<file path="src/rtl/avalon_arb_pkg.sv">
// Shared types and helpers for the Avalon-MM master arbiter.
// Provides state enum, width helpers and the round-robin picker.
package avalon_arb_pkg;

  typedef enum logic {ARB, GRANT} arb_state_t;

  localparam int MAX_MASTERS = 8;
  localparam int MAX_ID_W    = 3;

  typedef struct packed {
    logic                valid;
    logic [MAX_ID_W-1:0] idx;
  } rr_pick_t;

  function automatic int id_width(input int n);
    return (n > 1) ? $clog2(n) : 1;
  endfunction

  function automatic int ptr_width(input int n);
    return (n > 1) ? $clog2(n) : 1;
  endfunction

  // First set bit of req scanning from last+1, wrapping at n.
  function automatic rr_pick_t rr_pick(
    input logic [MAX_MASTERS-1:0] req,
    input logic [MAX_ID_W-1:0]    last,
    input int unsigned            n
  );
    rr_pick_t            r;
    int unsigned         idx;
    logic [MAX_ID_W-1:0] sel;
    r = '0;
    for (int unsigned k = 1; k <= MAX_MASTERS; k++) begin
      idx = (32'(last) + k) % n;
      sel = idx[MAX_ID_W-1:0];
      if (k <= n && !r.valid && req[sel]) begin
        r.valid = 1'b1;
        r.idx   = sel;
      end
    end
    return r;
  endfunction

endpackage

</file>
<file path="src/rtl/avalon_arb_pending_fifo.sv">
// Owner FIFO of accepted reads awaiting their readdatavalid beat.
// push/din in, pop in, full/empty/head out; sync active-low flush.
module avalon_arb_pending_fifo
  import avalon_arb_pkg::*;
#(
  parameter int ID_W  = 1,
  parameter int DEPTH = 4
) (
  input  logic            clk,
  input  logic            reset_n,
  input  logic            push,
  input  logic [ID_W-1:0] din,
  input  logic            pop,
  output logic            full,
  output logic            empty,
  output logic [ID_W-1:0] head
);

  localparam int PTR_W = ptr_width(DEPTH);

  logic [ID_W-1:0]  mem [DEPTH];
  logic [PTR_W-1:0] wr_ptr;
  logic [PTR_W-1:0] rd_ptr;
  logic [PTR_W:0]   count;
  logic             do_push;
  logic             do_pop;

  assign empty   = (count == '0);
  assign full    = (count == (PTR_W+1)'(DEPTH));
  assign head    = mem[rd_ptr];
  assign do_pop  = pop && !empty;
  // A push into a full FIFO is only safe when a pop frees a slot.
  assign do_push = push && (!full || do_pop);

  always_ff @(posedge clk) begin
    if (do_push) begin
      mem[wr_ptr] <= din;
    end
  end

  always_ff @(posedge clk) begin
    if (!reset_n) begin
      wr_ptr <= '0;
      rd_ptr <= '0;
      count  <= '0;
    end else begin
      if (do_push) begin
        wr_ptr <= wr_ptr + 1'b1;
      end
      if (do_pop) begin
        rd_ptr <= rd_ptr + 1'b1;
      end
      unique case ({do_push, do_pop})
        2'b10:   count <= count + 1'b1;
        2'b01:   count <= count - 1'b1;
        default: count <= count;
      endcase
    end
  end

endmodule

</file>
<file path="src/rtl/avalon_master_arbiter.sv">
// Round-robin arbiter sharing one Avalon-MM slave among masters.
// m_* per-master ports, s_* slave port, err_unexpected_rdv sticky.
module avalon_master_arbiter
  import avalon_arb_pkg::*;
#(
  parameter int NUM_MASTERS = 2,
  parameter int ADDR_W      = 32,
  parameter int DATA_W      = 32,
  parameter int MAX_PENDING = 4
) (
  input  logic                               clk,
  input  logic                               reset_n,
  input  logic [NUM_MASTERS-1:0][ADDR_W-1:0] m_address,
  input  logic [NUM_MASTERS-1:0]             m_read,
  input  logic [NUM_MASTERS-1:0]             m_write,
  input  logic [NUM_MASTERS-1:0][DATA_W-1:0] m_writedata,
  output logic [NUM_MASTERS-1:0]             m_waitrequest,
  output logic [NUM_MASTERS-1:0]             m_readdatavalid,
  output logic [DATA_W-1:0]                  m_readdata,
  output logic [ADDR_W-1:0]                  s_address,
  output logic                               s_read,
  output logic                               s_write,
  output logic [DATA_W-1:0]                  s_writedata,
  input  logic                               s_waitrequest,
  input  logic                               s_readdatavalid,
  input  logic [DATA_W-1:0]                  s_readdata,
  output logic                               err_unexpected_rdv
);

  localparam int ID_W = id_width(NUM_MASTERS);

  arb_state_t             state;
  logic [ID_W-1:0]        owner;
  logic [ID_W-1:0]        last_grant;
  logic [NUM_MASTERS-1:0] eligible;
  logic [MAX_MASTERS-1:0] req_ext;
  logic [MAX_ID_W-1:0]    last_ext;
  rr_pick_t               pick;
  logic                   own_rd;
  logic                   own_wr;
  logic                   accept;
  logic                   push;
  logic                   pop;
  logic                   fifo_full;
  logic                   fifo_empty;
  logic [ID_W-1:0]        fifo_head;

  // Reads wait while the owner FIFO is full; writes never do.
  assign eligible = m_write
                  | (m_read & {NUM_MASTERS{!fifo_full}});
  assign req_ext  = MAX_MASTERS'(eligible);
  assign last_ext = MAX_ID_W'(last_grant);
  assign pick     = rr_pick(req_ext, last_ext, NUM_MASTERS);

  // Write wins when a master raises both.
  assign own_wr = m_write[owner];
  assign own_rd = m_read[owner] && !m_write[owner];

  assign s_read      = (state == GRANT) && own_rd;
  assign s_write     = (state == GRANT) && own_wr;
  assign s_address   = m_address[owner];
  assign s_writedata = m_writedata[owner];
  assign m_readdata  = s_readdata;

  assign accept = (s_read || s_write) && !s_waitrequest;
  assign push   = accept && s_read;
  assign pop    = s_readdatavalid && !fifo_empty;

  always_comb begin
    m_waitrequest = '1;
    if (state == GRANT) begin
      m_waitrequest[owner] = s_waitrequest;
    end
  end

  always_comb begin
    m_readdatavalid = '0;
    if (pop) begin
      m_readdatavalid[fifo_head] = 1'b1;
    end
  end

  always_ff @(posedge clk) begin
    if (!reset_n) begin
      state              <= ARB;
      owner              <= '0;
      last_grant         <= ID_W'(NUM_MASTERS - 1);
      err_unexpected_rdv <= 1'b0;
    end else begin
      if (s_readdatavalid && fifo_empty) begin
        err_unexpected_rdv <= 1'b1;
      end
      unique case (state)
        ARB: begin
          if (pick.valid) begin
            owner <= ID_W'(pick.idx);
            state <= GRANT;
          end
        end
        GRANT: begin
          if (accept) begin
            last_grant <= owner;
            state      <= ARB;
          end else if (!own_rd && !own_wr) begin
            // Owner withdrew: abandon the grant, no credit taken.
            state <= ARB;
          end
        end
      endcase
    end
  end

  avalon_arb_pending_fifo #(
    .ID_W  (ID_W),
    .DEPTH (MAX_PENDING)
  ) u_pending (
    .clk     (clk),
    .reset_n (reset_n),
    .push    (push),
    .din     (owner),
    .pop     (pop),
    .full    (fifo_full),
    .empty   (fifo_empty),
    .head    (fifo_head)
  );

endmodule

</file>
<file path="config.mk">
export PLATFORM = sky130hd
export DESIGN_NAME = avalon_master_arbiter
export DESIGN_NICKNAME = d
export VERILOG_FILES = /design/src/rtl/avalon_arb_pkg.sv /design/src/rtl/avalon_arb_pending_fifo.sv /design/src/rtl/avalon_master_arbiter.sv
export SDC_FILE = /design/constraint.sdc
export NUM_CORES = 1
export LEC_CHECK = 0
export ABC_AREA = 1
export CAP_MARGIN = 20
export CORE_AREA = 3 3 104 106
export DETAILED_ROUTE_END_ITERATION = 7
export DIE_AREA = 0 0 107 109
export PLACE_DENSITY_LB_ADDON = 0.12
export REMOVE_ABC_BUFFERS = 1
export SYNTH_ARGS = -nofsm -noshare
export SYNTH_HDL_FRONTEND = slang
export SYNTH_HIERARCHICAL = 1
export SYNTH_SLANG_ARGS = --single-unit
</file>
<file path="constraint.sdc">
create_clock -name clk -period 3.05 [get_ports clk]
set_clock_uncertainty 0.1 [all_clocks]
set_input_delay 0.61 -clock clk [delete_from_list [all_inputs] [get_ports clk]]
set_output_delay 0.61 -clock clk [all_outputs]
set_load 0.02 [all_outputs]
</file>
### After elaboration in Yosys (flattened, before gate mapping)

Memories as Yosys holds them, arrays and structs flattened. A register that Yosys moved wholly into a read port is not among the register bits.
Index checks and enable logic that the tools add are counted.

* word-level logic and storage cells: 82
* output and inout bits: 103
* bits of input ports: 168
* bits in writable memories: 4
* register bits: 11
* memories: 1

* $add $sub $neg: 6
* reduce and logical (&&, ||, !) cells: 25
* bitwise operators: 5
* equality and inequality tests: 3
* muxes and demuxes: 29
* $lt $le $gt $ge: 6

Memories
* u_pending.mem: depth 4, bits a word 1, read ports 1, clocked after Yosys merged registers in 1, wr ports 1, line avalon_arb_pending_fifo.sv:21 `logic [ID_W-1:0] mem [DEPTH];`

Operators by type and width (number)
* $mux W32: 4
* $mux W1: 15
* $logic_and A1 B1 Y1: 13
* $lt A1 B4 Y1 const B: 2
* $mux W2: 4
* $mux W4: 2
* $logic_not A1 Y1: 6
* $pmux W3 S2: 1
* $add A2 B1 Y2 const B: 2
* $lt A1 B2 Y1 const B: 2
* $or A2 B2 Y2: 2
* $reduce_and A2 Y1: 2
* $add A3 B1 Y3 const B: 1
* $eq A3 B3 Y1 const B: 1
* $logic_not A3 Y1: 1
* $sub A3 B1 Y3 const B: 1
* $add A1 B1 Y1 const B: 2
* $and A2 B2 Y2: 1
* $demux W1 S1: 2
* $eq A2 B1 Y1 const B: 1
* $eq A2 B2 Y1 const B: 1
* $ge A1 B1 Y1 const B: 2
* $logic_or A1 B1 Y1: 2
* $not A2 Y2: 1
* other kinds (3): 3

### Depth between registers and ports, before layout

Gate-level depths: netlist of run 1.

* word-level depth: 12
* depth in mapped cells: 16

### Cells and area by module

The synthesis of run 1 kept the hierarchy.

By module, submodules not included
* avalon_master_arbiter: sequential area each 80.1 um2, cells each 284, instances 1, area each 1290.0 um2
* avalon_arb_pending_fifo: sequential area each 300.3 um2, cells each 84, instances 1, area each 669.4 um2

### Worst setup path after synthesis of run 1

OpenSTA, ideal clock, no wires.

* kind: input-to-reg
* from: input m_read[1]
* to: register u_pending.count[1]
* arrival time: 2080 ps
* stages on the path: 11
* path slack: 800 ps
* cells stage by stage: inv_1 nand2_1 o21ai_0 nor2_1 nand2_1 nor2_1 nand2_1 ha_1 inv_1 fa_1 a21oi_1

* word-level cells in the longest chain between the ends: 10
* elaborated cells on any way between the ends: 12
* those cells by class: eq/ne (2); mux (3); reduce/logical (7)

Ends and longest elaborated chain
* start: declaration: line avalon_master_arbiter.sv:14 `input logic [NUM_MASTERS-1:0] m_read,`
* $mux W1 (not written as such) (*) (2 in a row): line avalon_master_arbiter.sv:57 `assign own_rd = m_read[owner] && !m_write[owner];`
* $logic_and A1 B1 Y1 (*): line avalon_master_arbiter.sv:57
* $logic_and A1 B1 Y1 (*): line avalon_master_arbiter.sv:59 `assign s_read = (state == GRANT) && own_rd;`
* $logic_or A1 B1 Y1: line avalon_master_arbiter.sv:65 `assign accept = (s_read || s_write) && !s_waitrequest;`
* $logic_and A1 B1 Y1: line avalon_master_arbiter.sv:65
* $logic_and A1 B1 Y1 (*): line avalon_master_arbiter.sv:66 `assign push = accept && s_read;`
* net push: line avalon_master_arbiter.sv:42 `logic push;`
* $logic_and A1 B1 Y1 (*): line avalon_arb_pending_fifo.sv:33 `assign do_push = push && (!full || do_pop);`
* $eq A2 B1 Y1 or $eq A2 B2 Y1 (tied branches): line avalon_arb_pending_fifo.sv:53 `unique case ({do_push, do_pop})`
* $pmux W3 S2 or $reduce_bool A2 Y1 (tied branches)
* end signal: assignment: line avalon_arb_pending_fifo.sv:54 `2'b10: count <= count + 1'b1;`
* end signal: assignment: line avalon_arb_pending_fifo.sv:55 `2'b01: count <= count - 1'b1;`
* end signal: assignment: line avalon_arb_pending_fifo.sv:56 `default: count <= count;`
* end: declaration: line avalon_arb_pending_fifo.sv:24 `logic [PTR_W:0] count;`

Mark *: on every way through the listed nets, which the timed path passes. The rest lies on a longest branch. The select of a mux whose other input is x is not followed.
A chain may end at the register's enable or synchronous reset.

### Worst setup path in the final report of run 1

* from: input m_read[1]
* to: output s_read

* word-level cells in the longest chain between the ends: 4

Ends and longest elaborated chain
* $mux W1 (not written as such) (2 in a row): line avalon_master_arbiter.sv:57
* $logic_and A1 B1 Y1: line avalon_master_arbiter.sv:57
* $logic_and A1 B1 Y1: line avalon_master_arbiter.sv:59
* end: declaration: line avalon_master_arbiter.sv:21 `output logic s_read,`

Every way passes these cells. The select of a mux whose other input is x is not followed.

==> impl.org, run 1 <==
** Yosys
- After synthesis, the netlist uses 22 different library cells.
- Synth area leaders :: nand2_1 (42%), dfxtp_1 (13%), buf_4 (12%)
- By count the netlist is led by nand2_1 (218), buf_4 (32), inv_1 (29).
- For this run, asynchronously set or reset flops after synthesis account for 0%.
- Synthesized area per cell :: between 5 and 6 um^2
- The share of the Yosys chip area taken by registers is approximately 19%.
- Most common flop cell mapped by yosys :: dfxtp_1
- The largest total area in the synthesized netlist belongs to nand2_1.
- Yosys warns :: 6
- Register bit count reported by yosys :: 17
- The synthesized design contains 4 enable-type register cells.
- Most repeated cell in the gate-level netlist after synthesis :: nand2_1
- Post-synthesis instance total :: 368
- The cell area that synthesis handed to floorplanning was between 1500 and 2000 um^2.
- In this run the biggest area consumer among cell types represents 41.8% of the synthesized area.

** Setup path
- On the critical path, the stage with the largest delay is an instance of clkdlybuf4s50_1.
- Crit path cell chain :: clkdlybuf4s50_1, inv_1, nand2_1, o21ai_0, nor2_1, nand2_1, inv_1, clkdlybuf4s50_1
- Start-to-end type of the worst setup path :: primary input to primary output
- Critical Path Source Type :: primary input
- Largest delay contributor family on the critical path :: buffers and inverters
- Worst path arrival time :: 2.10 ns
- Number of cell instances on the worst register-to-register path :: 10
- Crit. End Element :: primary output
- Of all nets on the critical path, the largest fanout is 2.
- The endpoint identified for the worst register-to-register timing path is u_pending/count[1]$_SDFFE_PN0P_.
- Together, buffers and inverters on the worst path number 4.
- STA puts the critical path data required time at between 2 and 2.5 ns.
- The worst register-to-register path has a setup slack of 0.64 ns.
- CP max stage delay :: 0.59 ns
- The worst register-to-register path begins at owner$_SDFFE_PN0P_.

** Drt
- Post-route antenna net violation count :: 0
- Via density per instance :: 4.04
- Routed wire per std cell :: approximately 15 um
- After detailed routing, the number of remaining DRC violations is 0.
- Iteration count of the initial detailed-routing pass :: 4
- In this run, the number of DRC markers left after iteration 0 of detailed routing was 89.
- For this block, the via count after detailed routing is ~2,700.
- Summed over all layers, the routed wires come to ~10,000 um.

** Pwr
- Final Power :: 1060 uW
- Largest vdd supply drop :: 0.102 mV
- Power Dens Cells :: 266 nW/um^2
- Summed over all cells, the static leakage comes to about 0.0018 uW.

** CTS
- Post-cts hold buffer count :: 0
- The later pin in the worst-skew pair is clocked with a latency of 0.25 ns.
- TritonCTS clock tree :: done
- Clk pin slew, worst setup/hold paths :: 0.06 ns
- Post-CTS Setup Bufs :: 0
- CTS max path bufs :: 2
- In this run, post-CTS repair resized a total of 0 instances.
- CTS built an H-tree with a depth of 1.
- Number of buffers created by CTS :: 3
- Cell at the root of the clock tree :: clkbuf_8
- Clock net sink count :: 17

** Floorplan
- Die X-Extent :: 107 um
- The die is approximately 110 um tall.
- Initial core utilization :: 19.9%
- Die footprint :: ~12,000 um^2
- around 270 I/O pins were placed.
- Row count :: 36
- Core area :: between 9000 and 10,000 um^2

** Global route
- Global-route wire length before repair :: 14,600 um
- Number of global-route vias before repair :: approximately 2,600
- For this run the aggregate overflow at the end of global routing stands at 0.
- Total global routing track utilization :: 16.4%
- Initial antenna violation count :: 0
- Pin count of the biggest net entering global routing :: 49

** Placement
- Counting tap cells, the placed design contains a total of 665 instances.
- At the placement stage, the worst setup path has a slack of 0.216 ns.
- Placed instance area :: 3920 um^2
- The wire-length estimate of the detail-placed layout is 8960 um.
- Input and output buffers added on the ports amount to slightly above 200.
- GP Congestion :: 0.831

** Cells and area
- The finished layout holds 669 standard cells, fillers aside.
- Layout net count :: 711
- Once layout is done, the placed cells without fillers occupy 3970 um^2.
- Compared with the post-synthesis result, the final layout area differs by 103%.
- The repair_antennas step left the layout with diodes totalling 0.
- Filler cell count :: 1,053
- Share of final-layout standard cells stronger than drive strength 1 :: 3.17%

** STA
- RSZ-0062 raised after global routing :: false
- Final Hold Viols :: 0
- Measured against its own limit, the worst slew margin works out to roughly three quarters.
- The worst path meets setup with ~0.24 ns of slack.
- Endpoints failing setup :: 0
- The number of slew-limit violations in the final report came to 0.
- At the pin with the least slew margin, the transition time is roughly 0.39 ns.
- Post-route clock period utilization :: 92.1%
- Period minus WS final :: 2.81 ns
- Static timing analysis puts the maximum clock frequency at 356 MHz.
- Worst hold margin :: between 0.3 and 0.4 ns

** Min path
- In this run the most critical hold path is launched from last_grant$_SDFFE_PN1P_.
- Class of the tightest hold or removal check :: flop to flop
- Worst hold path endpoint :: last_grant$_SDFFE_PN1P_
- The worst hold path passes through 2 cells.

** Run status
- Status :: finished clean

** Job
- Maximum capacitance violations :: 0
[logic make-up (layout without fill, tap and decap cells)]
logic type      Yosys count  after routing  share of synthesized area [%]
compound gates           17             17                           4.92
simple gates            251            251                           49.8
fa+ha+maj                 6              6                           4.21
buf+inv                  77            245                           21.6
flops                    17             17                           19.4
[metal layers]
layer / global-route usage [%] / share of wire, % / vias up
li1: - / - / 1405
met2: 28.5 / 49 / 169
met3: 11.0 / 15 / 12
met4: 2.01 / 0.63 / 2
met5: 3.57 / 0.53 / -
met1: 16.7 / 34 / 1113
[worst max path at each step]
stage / cells after the start / to / startpoint
after global routing: 5 / s_writedata[7] / owner$_SDFFE_PN0P_
after floorplan: 9 / u_pending/count[1]$_SDFFE_PN0P_ / owner$_SDFFE_PN0P_
after global placement: 8 / s_read / m_read[1]
after CTS: 5 / s_writedata[7] / owner$_SDFFE_PN0P_
after detailed placement: 12 / u_pending/count[1]$_SDFFE_PN0P_ / m_read[1]
final: 8 / s_read / m_read[1]
[worst min-delay path, stage by stage, from the launching register on]
cell and delay, ns:
dfxtp_1 0.31, nand2_1 0.06, nand2_1 0.04
[placed cells by master (no fill, tap or decap)]
cell type          n
ha_1               5
clkbuf_1           1
clkdlybuf4s50_1  206
nor3_1             3
a32oi_1            1
nand3_2            1
a21oi_1           11
clkbuf_8           3
nor2_2             2
nand3_1            8
buf_12             1
fa_1               1
inv_2              2
inv_1             29
a21oi_2            1
o21ai_2            1
nor2_1            16
o21ai_0            3
dfxtp_1           12
nor3b_1            1
buf_4              3
dfxtp_2            1
nand2_2            2
edfxtp_1           4
nand2_1          218
[through the flow]
| stage | util (%) | TNS [ns] |
|---|---|---|
| 6_report | 40.2 | 0 |
| 3_5_place_dp | 39.8 | 0 |
| 2_1_floorplan | - | -11.18 |
| 3_3_place_gp | 39.8 | 0 |
| 5_1_grt | 40.2 | 0 |
| 4_1_cts | 40.2 | 0 |
[layout make-up]
type                            instances  area, um^2  area share [%]
Clock buffer                            4        45.0            1.13
Inverter                               31         116            2.93
Multi-Input combinational cell        274        1150            29.1
Sequential cell                        17         382            9.62
Tap cell                              133         166            4.19
Timing Repair Buffer                  210        2100            53.0
[power by group]
part / internal (uW) / switching, uW
clock: 92.6 / 70.9
sequential: 238 / 9.10
combinational: 349 / 296
No activity file was read; power rests on OpenSTA's default activity.
==> run 2, diff against run 1 <==
PLACE_DENSITY = 0.67   (was not set)
PLACE_DENSITY_LB_ADDON = not set   (was 0.12)
==> run 2 against run 1 <==
Net effect:
- clock power about the same
- first-iteration DRC count grew 79%
- worst hold slack improved by 0.010 ns
- critical path type unchanged
- critical endpoint unchanged
- largest cell class unchanged
==> impl.org, run 2 (same netlist as run 1, synthesis figures left out) <==
** Setup path
- The slack of the worst reg-to-reg path is 0.53 ns (-0.11 ns).
- The endpoint arrival time on the critical path is 2.16 ns (+0.06 ns).
- Req. time, crit path :: 2.34 ns (about the same)
- The maximum net fanout on the critical path was 2 (unchanged).
- Crit. End Element :: primary output
- The startpoint identified for the worst register-to-register timing path is owner$_SDFFE_PN0P_.
- The worst setup path is launched from a primary input.
- Number of cell instances on the worst register-to-register path :: 16 (+6)
- Start-to-end type of the worst setup path :: primary input to primary output
- The endpoint identified for the worst register-to-register timing path is u_pending/count[2]$_SDFFE_PN0P_.

** Drt
- Routed wire per std cell :: 13.5 um (-12%)
- Via count :: 2,717 (+0.59%)
- Iteration count of the initial detailed-routing pass :: 4 (unchanged)
- The detailed router used layers up to and including met4.
- Met1 layer wirelength in the final routing :: 3370 um (-4.6%)
- Wirelength, routed :: 9000 um (-12%)
- The post-detailed-route count of antenna-violating nets came to 0 (unchanged).
- Violation count after the first detailed-route iteration :: 159 (+79%)
- Via density per instance :: 4.06 (+0.59%)
- DRC violation count after routing :: 0 (unchanged)
- The total length of routed met2 wires is 4380 um (-14%).
- The routed length on met3 is 1230 um (-20%).

** STA
- Setup tns final :: 0 ns (unchanged)
- The number of slew-limit violations in the final report was 0 (unchanged).
- Setup repair after global routing left no endpoint under its margin.
- The slew of the pin with the lowest slew margin is 0.403 ns (+0.00985 ns).
- Final Hold Viols :: 0 (unchanged)
- Period minus WS final :: 2.87 ns (+0.0589 ns)
- The count of endpoints failing setup in the final report is 0 (unchanged).
- Achievable clock frequency :: 349 MHz (-2.1%)
- Worst-case headroom to the max-slew limit :: 73.1% (-0.62 points)
- Post-route clock period utilization :: 94.0% (+1.9 points)

** Cells and area
- The library cell used most frequently in the layout, excluding fill and tap cells, is nand2_1.
- Layout net count :: 711 (unchanged)
- The top cell types in the final layout, fill and taps aside, are nand2_1 (218), clkdlybuf4s50_1 (206), inv_1 (29), nor2_1 (16), dfxtp_1 (12).
- The final instance area was 3970 um^2 (unchanged).
- Area growth from synthesis to layout :: 103% (unchanged)
- The number of standard cells in the layout, taps in and fillers out came to 669 (unchanged).
- The share of cells above drive strength 1 came to 3.17% (unchanged).
- Filler cell count :: 1,039 (-1.3%)
- Antenna diode count :: 0 (unchanged)

** Global route
- The maximum number of pins on one net before global-route repair is 49 (unchanged).
- The number of global-route vias before repair was 2,689 (+2.5%).
- Global-route wire length before repair :: 13,000 um (-11%)
- Initial antenna violation count :: 0 (unchanged)
- The total congestion overflow is 0 (unchanged).
- The all-layer global routing usage was 14.0% (-2.4 points).

** Run status
- The flow ran to the end, and the final reports show no timing, DRC or antenna violations.

** Floorplan
- Die footprint :: 11,700 um^2 (unchanged)
- The count of pins on the block boundary came to 271 (unchanged).
- Core area :: 9860 um^2 (unchanged)
- Initial core utilization :: 19.9% (unchanged)
- The vertical die dimension came to 109 um (unchanged).
- The overall die width is 107 um (unchanged).
- Row count :: 36 (unchanged)

** CTS
- The number of H-tree levels is 1 (unchanged).
- The clock insertion delay at the later pin of the skew report was 0.25 ns (about the same).
- Clock net sink count :: 17 (unchanged)
- The clock-pin slew on the worst setup and hold paths is 0.06 ns (about the same).
- The number of hold buffers added after cts came to 0 (unchanged).
- The number of CTS-inserted buffers came to 3 (unchanged).
- The buffer levels on the longest clock path was 2 (unchanged).
- Post-CTS Setup Bufs :: 0 (unchanged)
- TritonCTS built the clock tree.
- Clock tree synthesis selected as its root buffer the cell clkbuf_8.
- Resize count post-CTS :: 0 (unchanged)

** Placement
- GP Congestion :: 0.714 (-14%)
- The number of cells after detailed placement is 665 (unchanged).
- The number of buffers added on ports was 206 (unchanged).
- The placed instance area was 3920 um^2 (unchanged).
- The HPWL reported at the end of detailed placement is 7780 um (-13%).

** Pwr
- The leakage power summed over all cells came to 0.00183 uW (unchanged).
- The worst supply voltage drop on vdd is 0.136 mV (+33%).
- The total power per unit cell area came to 264 nW/um^2 (-0.64%).

** Min path
- The instance count along the most critical hold path was 2 (unchanged).
- Worst hold path endpoint :: last_grant$_SDFFE_PN1P_
- Hold Startpoint :: last_grant$_SDFFE_PN1P_
- Class of the tightest hold or removal check :: flop to flop

** Job
- Maximum capacitance violations :: 0 (unchanged)
==> run 2: cell counts in the layout (fill, tap and decap cells not counted) <==
Identical to the previous run, type by type.
==> run 2: layout make-up <==
| type | instances | area (um^2) | share of cell area (%) |
|---|---|---|---|
| Multi-Input combinational cell | 274 | 1150 | 29.1 |
| Timing Repair Buffer | 210 | 2100 | 53.0 |
| Sequential cell | 17 | 382 | 9.62 |
| Clock buffer | 4 | 45.0 | 1.13 |
| Tap cell | 133 | 166 | 4.19 |
| Inverter | 31 | 116 | 2.93 |
==> run 2: worst max path at each step <==
| stage | from | to | slack, ns | cells after the start |
|---|---|---|---|---|
| 6_report | m_read[1] | s_read | 0.18 | 8 |
| 5_1_grt | m_read[1] | s_read | 0.13 | 8 |
| 4_1_cts | m_read[1] | s_read | 0.19 | 8 |
| 3_5_place_dp | m_read[1] | s_read | 0.20 | 8 |
| 3_3_place_gp | m_read[1] | s_read | 0.20 | 8 |
| 2_1_floorplan | owner$_SDFFE_PN0P_ | u_pending/count[1]$_SDFFE_PN0P_ | -0.83 | 9 |
==> run 2: per-stage QoR <==
stage | setup slack, ns | hold slack (ns) | util, % | total power, uW
floorplan | -0.829 | 0.319 | - | 498
global placement | 0.198 | 0.342 | 39.8 | 890
detailed placement | 0.202 | 0.348 | 39.8 | 896
CTS | 0.190 | 0.358 | 40.2 | 1060
global route | 0.125 | 0.392 | 40.2 | 1120
finish | 0.183 | 0.361 | 40.2 | 1050
==> run 2: report_power, final <==
part	internal (uW)	leakage, uW	switching, uW
Combinational	349	0.00166	291
Sequential	238	0.000144	6.68
Clock	92.5	0.0000228	71.8
==> run 2: worst max-delay path: stages <==
cell	delay, ns
clkdlybuf4s50_1	0.48
inv_1	0.04
nand2_1	0.04
o21ai_0	0.10
nor2_1	0.11
nand2_1	0.09
inv_1	0.07
clkdlybuf4s50_1	0.62
==> run 2: metal layers <==
metal  global-route usage [%]  up-vias
met2                     23.7      179
met5                     2.23        -
li1                         -     1400
met4                    0.548        0
met3                     7.16        2
met1                     16.6     1136
